$ cat config.mk
export PLATFORM = sky130hd
export DESIGN_NAME = seven_segment_scanner
export DESIGN_NICKNAME = d
export VERILOG_FILES = /design/src/rtl/seven_segment_scanner.sv
export SDC_FILE = /design/constraint.sdc
export NUM_CORES = 1
export LEC_CHECK = 0
export BUFFER_PORTS_ARGS = -buffer_cell sky130_fd_sc_hd__buf_2
export CAP_MARGIN = 20
export CORE_ASPECT_RATIO = 1.75
export CORE_UTILIZATION = 30
export DETAILED_ROUTE_END_ITERATION = 10
export PLACE_DENSITY = 0.48
export SLEW_MARGIN = 10
export SYNTH_ARGS = -nofsm -noshare
export SYNTH_HDL_FRONTEND = slang
export SYNTH_SLANG_ARGS = --single-unit
$ cat constraint.sdc
create_clock -name clk -period 2.3 [get_ports clk]
set_clock_uncertainty 0.2 [all_clocks]
set_input_delay 0.345 -clock clk [delete_from_list [all_inputs] [get_ports clk]]
set_output_delay 0.345 -clock clk [all_outputs]
set_load 0.01 [all_outputs]
$ cat src/rtl/seven_segment_scanner.sv
`default_nettype none
// ============================================================================
// Module   : seven_segment_scanner
// Purpose  : Time-multiplexed 4-digit hex display scanner with inter-digit
//            anode guard, blanking, decimal points and leading-zero blanking.
// Revision : 1.0 - initial release
// ============================================================================
module seven_segment_scanner #(
    parameter int REFRESH_CYCLES = 100000,
    parameter int GUARD_CYCLES   = 16
) (
    input  logic        clk,
    input  logic        reset,
    input  logic [15:0] data,
    input  logic        load,
    input  logic [3:0]  dp,
    input  logic [3:0]  blank,
    input  logic        lz_en,
    output logic [3:0]  digit_data,
    output logic        dp_n,
    output logic [3:0]  anode_n,
    output logic [1:0]  digit_sel,
    output logic        frame_tick
);

    localparam int                   C_CNT_W = $clog2(REFRESH_CYCLES);
    localparam logic [C_CNT_W-1:0]   C_LAST  = C_CNT_W'(REFRESH_CYCLES - 1);
    localparam logic [C_CNT_W-1:0]   C_GUARD = C_CNT_W'(GUARD_CYCLES);
    localparam logic [C_CNT_W-1:0]   C_ONE   = C_CNT_W'(1);

    logic [C_CNT_W-1:0] r_cnt;
    logic [1:0]         r_sel;
    logic [15:0]        r_data;
    logic [3:0]         r_dp;
    logic [3:0]         r_blank;
    logic               r_lz;

    logic               w_last;
    logic               w_guard;
    logic [3:0]         w_suppress;
    logic [3:0]         w_off;

    // Scan timing is independent of load so a display update never shifts
    // the refresh cadence.
    always_ff @(posedge clk) begin
        if (reset) begin
            r_cnt <= '0;
            r_sel <= '0;
        end else if (w_last) begin
            r_cnt <= '0;
            r_sel <= r_sel + 2'd1;
        end else begin
            r_cnt <= r_cnt + C_ONE;
        end
    end

    always_ff @(posedge clk) begin
        if (reset) begin
            r_data  <= '0;
            r_dp    <= '0;
            r_blank <= 4'b1111;
            r_lz    <= 1'b0;
        end else if (load) begin
            r_data  <= data;
            r_dp    <= dp;
            r_blank <= blank;
            r_lz    <= lz_en;
        end
    end

    assign w_last  = (r_cnt == C_LAST);
    assign w_guard = (r_cnt < C_GUARD);

    // A digit is a leading zero only if it and every digit to its left are zero;
    // the rightmost digit always shows so a zero value is still visible.
    assign w_suppress[3] = r_lz && (r_data[15:12] == 4'h0);
    assign w_suppress[2] = r_lz && (r_data[15:8]  == 8'h00);
    assign w_suppress[1] = r_lz && (r_data[15:4]  == 12'h000);
    assign w_suppress[0] = 1'b0;

    assign w_off = r_blank | w_suppress;

    always_comb begin
        anode_n = 4'b1111;
        dp_n    = 1'b1;
        if (!w_guard && !w_off[r_sel]) begin
            anode_n[r_sel] = 1'b0;
            dp_n           = ~r_dp[r_sel];
        end
    end

    assign digit_data = r_data[{r_sel, 2'b00} +: 4];
    assign digit_sel  = r_sel;
    assign frame_tick = w_last && (r_sel == 2'd3);

endmodule
`default_nettype wire

### Word-level counts from Yosys, hierarchy flattened

Cells that the tools add are included.

| cells by class | value |
|---|---|
| add/sub/neg operators | 2 |
| magnitude comparators | 3 |
| eq/ne operators | 2 |
| shifts and indexed selects | 1 |
| muxes and demuxes | 8 |
| bitwise gates (word level) | 3 |
| reduce and logical (&&, ||, !) cells | 12 |

Operators with widths:

| kind | count |
|---|---|
| $add A17 B1 Y17 const B | 1 |
| $eq A17 B17 Y1 const B | 1 |
| $lt A17 B5 Y1 const B | 1 |
| $shiftx A16 B5 Y4 | 1 |
| $logic_not A12 Y1 | 1 |
| $logic_not A8 Y1 | 1 |
| $logic_and A1 B1 Y1 | 6 |
| $bmux W1 S2 | 2 |
| $logic_not A4 Y1 | 1 |
| $mux W1 | 4 |
| $mux W4 | 1 |
| $not A4 Y4 | 1 |
| $or A4 B4 Y4 | 1 |
| $lt A2 B3 Y1 const B | 1 |
| $add A2 B1 Y2 const B | 1 |
| $demux W1 S2 | 1 |
| $eq A2 B2 Y1 const B | 1 |
| $ge A2 B1 Y1 const B | 1 |
| $logic_not A1 Y1 | 2 |
| $reduce_or A2 Y1 | 1 |
| $not A1 Y1 | 1 |

| word-level totals | value |
|---|---|
| register bits | 44 |
| bits of input ports | 28 |
| output and inout bits | 12 |
| logic and storage cells | 37 |

### Logic depth before layout (Yosys ltp)

| depth | value |
|---|---|
| depth in word-level cells | 8 |
| gate-level depth with buffers | 7 |

### Worst setup path after synthesis

No wires, ideal clock.

| path | value |
|---|---|
| path type | register to output |
| start | reg r_cnt[0] |
| end | out frame_tick |
| arrival | 1.468 ns |
| slack | 0.287 ns |
| stages on the path, launching flop included | 7 |
| buffers on the path | 1 |
| cells stage by stage | dfxtp_1 > ha_1 > and4_1 > clkbuf_1 > nand2_1 > nor4_1 > and2_1 |

| on the way | value |
|---|---|
| longest elaborated chain between the ends | 2 |

Ends and longest elaborated chain:

| what | line | RTL |
|---|---|---|
| start, declared | 31 | `logic [C_CNT_W-1:0] r_cnt;` |
| start signal, assigned | 53 | `r_cnt <= r_cnt + C_ONE;` |
| $eq A17 B17 Y1 | 71 | `assign w_last = (r_cnt == C_LAST);` |
| $logic_and A1 B1 Y1 | 94 | `assign frame_tick = w_last && (r_sel == 2'd3);` |
| end, declared | 23 | `output logic frame_tick` |

Every way passes these cells.

### Worst setup path after layout

| path | value |
|---|---|
| start | reg r_cnt[6] |
| end | out anode_n[1] |

| on the way | value |
|---|---|
| longest elaborated chain between the ends | 4 |

Ends and longest elaborated chain:

| what | line | RTL |
|---|---|---|
| $lt A17 B5 Y1 | 72 | `assign w_guard = (r_cnt < C_GUARD);` |
| $logic_not A1 Y1 | 86 | `if (!w_guard && !w_off[r_sel]) begin` |
| $logic_and A1 B1 Y1 | 86 |  |
| $mux W4 | 86 |  |
| end, declared | 21 | `output logic [3:0] anode_n,` |

Every way passes these cells.

==> results.sh <==
export IMPL_status="complete, but fails checks"
export IMPL_failed_checks="setup timing"
export IMPL_clock_tree_htree_level_count=2
export IMPL_netlist_top_cells_area="dfxtp_1 (43%), mux2i_1 (11%), nor2_1 (7.1%), mux4_2 (5.5%), xor2_1 (5.1%)"
export IMPL_max_cap_violations=0
export IMPL_worstHoldPathType="input pin to flip-flop"
export IMPL_antenna_cells=0
export IMPL_vdd_drop_max_mv=0.313
export IMPL_routabilityCongestion=0.720
export IMPL_num_vias=1612
export IMPL_chipWidth_um=64.6
export IMPL_vias_in_the_first_global_route=1749
export IMPL_power_leakage_nw=1.07
export IMPL_synth_top_cell_area_share_pct=42.9
export IMPL_number_of_ports_placed_on_the_die_boundary=40
export IMPL_post_synth_top_area_cell="dfxtp_1"
export IMPL_pwr_density_cell_mw_per_mm2=680
export IMPL_critical_path_arrival_ns=1.80
export IMPL_postLayoutSetupSlackWorst_ns=-0.0414
export IMPL_number_of_enable_type_register_cells_in_the_synthesized_netlist=0
export IMPL_layout_filler_cells=699
export IMPL_synth_async_sr_flop_share_pct=0
export IMPL_tritoncts_num_sinks=44
export IMPL_setup_reg_to_reg_worst_slack_ns=0.21
export IMPL_synthesis_yosys_warnings=0
export IMPL_worst_slew_pin_transition_ns=0.555
export IMPL_post_synth_cell_area_avg_sq_um=9.88
export IMPL_estimated_wirelength_of_the_detail_placed_design_um=3620
export IMPL_syn_to_final_growth_pct=25.9
export IMPL_syn_area_sq_mm=0.00205
export IMPL_final_wl_um=4800
export IMPL_slew_viol_final=0
export IMPL_cts_path_max_buffers=2
export IMPL_critPathCaptureType="primary output"
export IMPL_die_height_um=111
export IMPL_critical_path_startpoint_type="flip-flop"
export IMPL_slew_limit_headroom_pct=63.0
export IMPL_place_detailed_instances=329
export IMPL_synth_main_ff_cell="dfxtp_1"
export IMPL_start_util_pct=31.2
export IMPL_layout_commonest_cell="dfxtp_1"
export IMPL_clockRootBuffer="clkbuf_16"
export IMPL_layout_cells_non_filler=337
export IMPL_antenna_left=0
export IMPL_groute_usage_overall_pct=14.6
export IMPL_die_area_sq_mm=0.00720
export IMPL_synth_net_count=241
export IMPL_layout_worst_path_cycle_share_pct=102
export IMPL_grt_antenna_before_repair=0
export IMPL_cts_hold_buf=0
export IMPL_area_inside_the_core_boundary_sq_mm=0.00659
export IMPL_tritoncts_num_buffers=5
export IMPL_clk_latency_ns=0.28
export IMPL_cp_data_required_time_ns=1.75
export IMPL_seq_area_frac_synth_pct=42.9
export IMPL_route_detailed_vias_per_inst=4.78
export IMPL_grt_remaining_overflow=0
export IMPL_postSynthCellCount=208
export IMPL_io_buffers=39
export IMPL_setup_viol_count_final=5
export IMPL_grt_setup_unrepaired="yes"
export IMPL_final_cell_mix="dfxtp_1 (41), nor2_1 (39), buf_2 (39), mux2i_1 (22), xor2_1 (12)"
export IMPL_routedWlPerCell_um=14.2
export IMPL_fmax_mhz=427
export IMPL_worst_setup_path_type="flip-flop to primary output"
export IMPL_drt_pass1_iterations=2
export IMPL_cp_max_fo=5
export IMPL_drive_above_1_share_pct=31.0
export IMPL_drt_initial_drc_count=39
export IMPL_hold_viol_final=0
export IMPL_drc=0
export IMPL_finish_net_count=287
export IMPL_timing_final_crit_period_ns=2.34
export IMPL_grt_pass1_wl_um=8050
export IMPL_synth_cell_types=37
export IMPL_post_route_util_pct=39.3
export IMPL_cts_tree="built"
export IMPL_std_cell_rows=39
export IMPL_clock_pin_slew_of_the_registers_on_the_worst_case_setup_and_hold_paths_ns=0.06
export IMPL_ys_seq_elements=44
export IMPL_pin_count_of_the_biggest_net_entering_global_routing=30
==> state kept, by name (all words and copies together), names as in the netlist <==
register,flops
r_cnt,17
r_data,16
r_blank,4
r_dp,4
digit_sel,2
r_lz,1
==> where the power goes <==
group          internal (mW)  switching, mW  total, mW
sequential             0.793         0.0217      0.815
clock                  0.510          0.298      0.808
combinational         0.0697         0.0652      0.135
==> cell usage after synthesis, types with 2 or more instances <==
| master | count |
|---|---|
| clkbuf_8 | 2 |
| inv_1 | 4 |
| ha_1 | 5 |
| o21ai_0 | 3 |
| nor2_1 | 39 |
| nand4_1 | 7 |
| mux2i_1 | 22 |
| nor4_1 | 4 |
| xor2_1 | 12 |
| nand2_1 | 6 |
| clkbuf_1 | 5 |
| mux4_2 | 5 |
| and2_1 | 2 |
| buf_2 | 2 |
| a211o_1 | 5 |
| or3_1 | 3 |
| or4_1 | 2 |
| nor2b_1 | 4 |
| a21oi_1 | 4 |
| nand3_1 | 10 |
| dfxtp_1 | 44 |
| and4_1 | 3 |
==> cells by family (layout without fill, tap and decap cells) <==
kind of cell	after synthesis	after routing	share of synthesized area (%)
mux	27	27	16.2
buf+inv	16	63	4.57
compound gates	16	16	5.91
flops	44	44	42.9
simple gates	87	87	21.9
fa+ha+maj	5	5	3.05
xor+xnor	13	13	5.54
==> per-stage QoR <==
| stage | setup slack (ns) | TNS (ns) | hold slack (ns) | cell area, sq um | power [mW] |
|---|---|---|---|---|---|
| after floorplan | 0.287 | 0 | 0.226 | 2050 | 0.909 |
| after global placement | -0.0279 | -0.0279 | 0.245 | 2380 | 0.963 |
| after detailed placement | -0.0842 | -0.271 | 0.253 | 2380 | 0.964 |
| after CTS | -0.0580 | -0.305 | 0.0718 | 2560 | 1.78 |
| after global routing | -0.124 | -0.635 | 0.0750 | 2590 | 1.84 |
| final | -0.0414 | -0.185 | 0.0795 | 2590 | 1.76 |
==> timing repair <==
action                                  CTS  global route
pin swaps                                 3             1
endpoints found under the setup margin    6             6
buffers inserted                          0             0
resized for setup                         6             5
==> layout make-up <==
class	instances	area (sq um)	share of cell area (%)
clock inverter	3	42.5	1.64
tap	82	103	3.97
clock buffer	5	125	4.84
inverter	4	15.0	0.580
multi-input combinational	148	1120	43.3
timing repair buffer	51	298	11.5
sequential	44	885	34.2
==> routing by layer <==
layer  GRT usage (%)  up-vias  wire length [um]  share of wire [%]
met5               0        -                 0                  0
met4            6.81        0                95                2.0
met3            2.66        8               138                2.9
met2            28.2       28              2670                 56
met1            14.4      751              1890                 39
li1                -      825                 -                  -
==> final timing paths <==
path,endpoint,startpoint,depth (start not counted)
setup / recovery,anode_n[1],r_cnt[6],5
hold / removal,r_blank[3],blank[3],2
setup reg to reg,r_cnt[2],r_cnt[6],4
hold reg to reg,r_cnt[0],r_cnt[0],1
==> worst max-delay path, cell delays in order, from the launching register on <==
cell and delay [ns]:
dfxtp_2 0.35, or4_4 0.53, and4bb_2 0.35, a211oi_4 0.07, nand3_1 0.09, buf_2 0.13
Power figures use the tool's default switching activity.
